## src/rtl/put_pow_pkg.sv

```systemverilog
// Shared types and default sizing for the put_pow exponent-to-one-hot expander.
package put_pow_pkg;

   localparam int unsigned DEF_WIDTH = 8;
   localparam int unsigned DEF_POW_W = 3;
   localparam int unsigned CNT_W     = DEF_POW_W;
   localparam int unsigned MAX_POW   = DEF_WIDTH - 1;

   typedef enum logic [1:0] {
      StIdle,
      StShift,
      StDone
   } state_e;

endpackage

```

## src/rtl/put_pow_cnt.sv

```systemverilog
// Loadable down-counter; `last` flags the final shift step (value == 1).
module put_pow_cnt #(
   parameter int unsigned CNT_W = 3
) (
   input  logic             clk,
   input  logic             rst_n,
   input  logic             load,
   input  logic [CNT_W-1:0] load_val,
   input  logic             en,
   output logic [CNT_W-1:0] value,
   output logic             last
);

   always_ff @(posedge clk or negedge rst_n) begin
      if (!rst_n) begin
         value <= '0;
      end else if (load) begin
         value <= load_val;
      end else if (en) begin
         value <= value - CNT_W'(1);
      end
   end

   assign last = (value == CNT_W'(1));

endmodule

```

## src/rtl/put_pow.sv

```systemverilog
// Iterative 2**pow expander: seeds a one-hot register with 1 and shifts it left
// once per cycle, with valid/ready handshakes on both sides.
module put_pow
   import put_pow_pkg::*;
#(
   parameter int unsigned WIDTH = MAX_POW + 1,
   parameter int unsigned POW_W = CNT_W
) (
   input  logic             clk,
   input  logic             rst_n,
   input  logic             in_valid,
   output logic             in_ready,
   input  logic [POW_W-1:0] pow,
   output logic             out_valid,
   input  logic             out_ready,
   output logic [WIDTH-1:0] number,
   output logic             err
);

   state_e           state;
   logic [POW_W-1:0] cnt_value;
   logic             cnt_last;
   logic             cnt_load;
   logic             cnt_en;
   logic             accept;
   logic             pow_oor;
   logic             pow_zero;

   assign accept   = in_valid && in_ready;
   assign pow_oor  = 32'(pow) >= WIDTH;
   assign pow_zero = (pow == '0);

   // Only exponents that actually need shifting load the counter.
   assign cnt_load = (state == StIdle) && accept && !pow_oor && !pow_zero;
   assign cnt_en   = (state == StShift) && (cnt_value != '0);

   put_pow_cnt #(
      .CNT_W (POW_W)
   ) u_cnt (
      .clk      (clk),
      .rst_n    (rst_n),
      .load     (cnt_load),
      .load_val (pow),
      .en       (cnt_en),
      .value    (cnt_value),
      .last     (cnt_last)
   );

   always_ff @(posedge clk or negedge rst_n) begin
      if (!rst_n) begin
         state     <= StIdle;
         in_ready  <= 1'b1;
         out_valid <= 1'b0;
         number    <= '0;
         err       <= 1'b0;
      end else begin
         unique case (state)
            StIdle: begin
               if (accept) begin
                  in_ready <= 1'b0;
                  if (pow_oor) begin
                     number    <= '0;
                     err       <= 1'b1;
                     out_valid <= 1'b1;
                     state     <= StDone;
                  end else if (pow_zero) begin
                     number    <= WIDTH'(1);
                     err       <= 1'b0;
                     out_valid <= 1'b1;
                     state     <= StDone;
                  end else begin
                     number <= WIDTH'(1);
                     err    <= 1'b0;
                     state  <= StShift;
                  end
               end
            end
            StShift: begin
               // Exponents reaching here are < WIDTH, so the shift never overflows.
               number <= number << 1;
               if (cnt_last) begin
                  out_valid <= 1'b1;
                  state     <= StDone;
               end
            end
            StDone: begin
               if (out_ready) begin
                  out_valid <= 1'b0;
                  in_ready  <= 1'b1;
                  state     <= StIdle;
               end
            end
            default: begin
               state <= StIdle;
            end
         endcase
      end
   end

endmodule
```

## config.mk

```make
export PLATFORM = sky130hd
export DESIGN_NAME = put_pow
export DESIGN_NICKNAME = d
export VERILOG_FILES = /design/src/rtl/put_pow_pkg.sv /design/src/rtl/put_pow_cnt.sv /design/src/rtl/put_pow.sv
export SDC_FILE = /design/constraint.sdc
export NUM_CORES = 1
export LEC_CHECK = 0
export ABC_AREA = 1
export CAP_MARGIN = 25
export CORE_MARGIN = 2
export CORE_UTILIZATION = 47
export DETAILED_ROUTE_END_ITERATION = 6
export GPL_TIMING_DRIVEN = 0
export PLACE_DENSITY = 0.76
export REMOVE_ABC_BUFFERS = 1
export SYNTH_ARGS = -nofsm -noshare
export SYNTH_HDL_FRONTEND = slang
export SYNTH_HIERARCHICAL = 1
export SYNTH_SLANG_ARGS = --single-unit
```

## constraint.sdc

```tcl
create_clock -name clk -period 1.75 [get_ports clk]
set_clock_uncertainty 0.15 [all_clocks]
set_input_delay 0.175 -clock clk [delete_from_list [all_inputs] [get_ports clk]]
set_output_delay 0.175 -clock clk [all_outputs]
set_load 0.05 [all_outputs]
```

==> Yosys cells after proc, flatten, opt, wreduce, memory -nomap -nowiden <==
Cells that the tools add are included.
{ "totals": {"register_bits": 15, "input_bits": 7, "out_inout_bits": 11} }
{ "classes": {"add_sub_neg": 1, "n_eq_ne": 7, "n_mux": 17, "reduce_logical": 16} }
{ "op_table": {"columns": ["cell", "n"], "rows": [
  ["$pmux W8 S2", 1],
  ["$mux W2", 4],
  ["$mux W8", 1],
  ["$ne A2 B2 Y1 const B", 4],
  ["$mux W1", 6],
  ["$mux W3", 2],
  ["$pmux W2 S3", 1],
  ["$reduce_and A3 Y1", 2],
  ["$reduce_bool A2 Y1", 3],
  ["$reduce_bool A3 Y1", 2],
  ["$reduce_and A5 Y1", 1],
  ["$logic_and A1 B1 Y1", 4],
  ["$eq A3 B1 Y1 const B", 1],
  ["$logic_not A3 Y1", 1],
  ["$pmux W1 S3", 1],
  ["$sub A3 B1 Y3 const B", 1],
  ["$eq A2 B1 Y1 const B", 1],
  ["$eq A2 B2 Y1 const B", 1],
  ["$logic_not A2 Y1", 1],
  ["$pmux W1 S2", 1],
  ["$reduce_and A2 Y1", 1],
  ["$logic_not A1 Y1", 1]
]} }

==> Depth between registers and ports, before layout <==
{ "depth": {"ltp_word": 4, "depth_mapped": 11, "ltp_nobuf": 11} }

==> Cells and area by module <==
Netlist, hierarchy kept.
{ "modules_own_cells": {"columns": ["mod", "instances", "cells_per_inst", "area_each_um2", "seq_area_each_um2"], "rows": [
  ["put_pow", 1, 61, 555.5, 301.5],
  ["put_pow_cnt", 1, 30, 198.9, 75.1]
]} }

==> Worst setup path after synthesis <==
No wires, ideal clock.
{ "synth_path": {"kind": "register to register", "from": "register in_ready", "to": "register u_cnt.value[2]", "setup_ps": 121, "arrival_time_ps": 1401, "slack_ps": 79, "stages_incl_launch_ff": 6, "path_buffers": 0, "path_cell_list": "dfstp_2 nand3_2 nor2_1 nor2_1 a21oi_1 nand2_1"} }
{ "synth_between": {"elab_chain_cells": 4, "elab_cells_between_ends": 5, "classes_between": "mux: 1; reduce/logical: 4"} }
{ "synth_rtl": {"columns": ["item", "line_no", "source"], "rows": [
  ["start: declaration", "put_pow.sv:12", "output logic in_ready,"],
  ["start signal: assignment", "put_pow.sv:52", "in_ready <= 1'b1;"],
  ["start signal: assignment", "put_pow.sv:60", "in_ready <= 1'b0;"],
  ["start signal: assignment", "put_pow.sv:89", "in_ready <= 1'b1;"],
  ["$logic_and A1 B1 Y1 (*)", "put_pow.sv:29", "assign accept = in_valid && in_ready;"],
  ["$logic_and A1 B1 Y1 (*) (2 in a row)", "put_pow.sv:34", "assign cnt_load = (state == StIdle) && accept && !pow_oor && !pow_zero;"],
  ["net cnt_load", "put_pow.sv:23", "logic cnt_load;"],
  ["$mux W3 or $reduce_bool A2 Y1 (tied branches)", null, null],
  ["end signal: assignment", "put_pow_cnt.sv:18", "value <= load_val;"],
  ["end signal: assignment", "put_pow_cnt.sv:20", "value <= value - CNT_W'(1);"],
  ["end: declaration", "put_pow_cnt.sv:10", "output logic [CNT_W-1:0] value,"]
]} }
Mark *: on every way through the listed nets, which the timed path passes. The rest lies on a longest branch.
A chain may end at the register's enable or synchronous reset.

==> Worst setup path in the final report <==
{ "layout_path": {"from": "register in_ready", "to": "output in_ready"} }
No word-level cell between the ends.

==> results.sh <==
export IMPL_grt_start_max_net_pins=16
export IMPL_multi_input_area_um2=294
export IMPL_path_class="flop to primary output"
export IMPL_grt_usage_pct=14.8
export IMPL_cp_end_kind="primary output"
export IMPL_die_h_um=44.1
export IMPL_ys_types=20
export IMPL_crit_chain="dlygate4sd2_1"
export IMPL_vias=607
export IMPL_startpoint_type="flop"
export IMPL_slew_violations=0
export IMPL_rsz0062_at_grt="no"
export IMPL_yosysSeqAreaShare_pct=49.9
export IMPL_hp_class="input port to asynchronous set/reset pin"
export IMPL_fill_cells=144
export IMPL_grt_pass1_wl_um=2120
export IMPL_post_route_period_util_pct=96.8
export IMPL_synthCells=91
export IMPL_layout_common_cells="21 x inv_1, 18 x nand2_1, 14 x dfrtp_1"
export IMPL_gp_congestion=0.795
export IMPL_antenna_found_initial=0
export IMPL_status="finished clean"
export IMPL_max_slew_margin_pct=57.0
export IMPL_drt_wl_total_um=1320
export IMPL_worstMarginPinSlew_ps=643
export IMPL_path_delay_family="flip-flops"
export IMPL_required_ps=1420
export IMPL_min_period_ps=1690
export IMPL_cp_buffers_inverters=1
export IMPL_insertion_delay_ps=270
export IMPL_critical_path_slowest_cell="dfstp_2"
export IMPL_final_common_cell="inv_1"
export IMPL_rr_worst_depth=6
export IMPL_finalHoldViolations=0
export IMPL_setup_ws_ps=56.6
export IMPL_port_buffers=16
export IMPL_die_w_um=44.1
export IMPL_dp_slack_ps=-2.48
export IMPL_postCtsSetupBuffers=0
export IMPL_slowest_delay_ps=570
export IMPL_n_antenna_cell=0
export IMPL_nNetsFinal=120
export IMPL_avgSynthCellArea_um2=8.29
export IMPL_cts_buffers=3
export IMPL_drtPass1Iterations=4
export IMPL_std_cell_rows=14
export IMPL_drtIter0Drc=6
export IMPL_cts_sinks=15
export IMPL_setup_tns_ps=0
export IMPL_initial_core_util_pct=50.1
export IMPL_areaGrowthSynthToFinish_pct=25.0
export IMPL_r2r_slack_ps=140
export IMPL_core_mm2=0.00151
export IMPL_drv_cap=0
export IMPL_overflow=0
export IMPL_ctsRootBufferMaster="clkbuf_4"
export IMPL_drc=0
export IMPL_r2r_end="u_cnt/value[2]$_DFFE_PN0P_"
export IMPL_worstPathMaxFanout=4
export IMPL_yosysWarnings=6
export IMPL_rr_startpoint="state[0]$_DFFE_PN0P_"
export IMPL_power_leakage_nw=0.505
export IMPL_vias_per_cell=4.82
export IMPL_clk_pin_slew_ps=90
export IMPL_p_per_area_mw_per_mm2=1990
export IMPL_cts_tree="built"
export IMPL_io_pins=18
export IMPL_h_tree_depth=1
export IMPL_antenna_left=0
export IMPL_synth_seq_cells=15
export IMPL_grt_pass1_vias=525
export IMPL_worstPathArrival_ps=1370
export IMPL_dieArea_mm2=0.00194
export IMPL_cts_buffer_depth=2
export IMPL_drive_above_1_share_pct=11.8
export IMPL_final_seq_area_um2=377
export IMPL_max_vdd_ir_drop_v=0.00102
export IMPL_fmax_ghz=0.591
export IMPL_syn_cell_area_um2=754
export IMPL_dpl_hpwl_um=1020
export IMPL_setup_viol=0
export IMPL_post_drt_wl_per_cell_um=10.5
[synthesized netlist by cell type (all sizes together)]
cell type  number  area share, %
nand2          22             13
inv            21             10
dfrtp          14             46
nor2            9            6.1
nand3           7            5.3
o22ai           6            5.0
o21ai           3            2.0
ha              2            3.3
a21boi          1            1.0
a21oi           1           0.66
buf             1            1.0
conb            1           0.50
dfstp           1            3.5
nor3            1           0.66
o2bb2ai         1            1.2
[where the power goes]
part	internal (mW)	switching (mW)	total [mW]	leakage, nW
logic	0.320	0.748	1.07	0.297
clock network	0.0881	0.103	0.191	0.0150
registers	0.506	0.114	0.620	0.193
[sequential cells by signal (all words and copies together) (netlist names)]
signal,flops
u_cnt/value,3
in_ready,1
out_valid,1
state,2
number,8
[layout make-up]
class	instances	area share (%)
sequential	15	39.9
multi-input combinational	54	31.2
timing repair buffer	16	15.6
inverter	21	8.36
clock buffer	4	2.79
tap	16	2.12
[stage by stage]
step | power (mW) | instance area (um2) | util, % | hold slack [ps] | instances
after global placement | 1.74 | 927 | 61.5 | 308 | 122
after floorplan | 1.45 | 747 | - | -271 | 90
final | 1.88 | 943 | 62.6 | 143 | 126
after detailed placement | 1.77 | 927 | 61.5 | 307 | 122
after CTS | 1.89 | 941 | 62.5 | 163 | 126
after global routing | 2.02 | 943 | 62.6 | 188 | 126
[cell families after synthesis]
group           share of synthesized area, %
simple gates                            25.0
flops                                   49.9
compound gates                          9.78
buf+inv                                 11.4
fa+ha+maj                               3.32
other cells                            0.497
[worst max-delay path by stage]
stage	startpoint	end	slack, ps	cells past startpoint
after floorplan	in_ready$_DFFE_PN1P_	u_cnt/value[2]$_DFFE_PN0P_	80	5
after detailed placement	in_valid	u_cnt/value[2]$_DFFE_PN0P_	-2	6
after global routing	in_ready$_DFFE_PN1P_	in_ready	4	1
after CTS	state[0]$_DFFE_PN0P_	u_cnt/value[2]$_DFFE_PN0P_	50	6
after global placement	in_valid	u_cnt/value[2]$_DFFE_PN0P_	30	6
final	in_ready$_DFFE_PN1P_	in_ready	60	1
[per-layer routing]
metal  global-route usage [%]  vias up  wire length (um)
met2                     24.4       10               594
li1                         -      322                 -
met3                     2.45        0                62
met5                        0        -                 0
met4                     5.45        0                 0
met1                     19.8      275               662
[what timing repair did]
action	in CTS	in global routing
resized for setup	10	1
hold endpoints to repair	0	0
setup endpoints to repair	10	3
hold buffers	0	0
No activity file was read; power rests on OpenSTA's default activity.
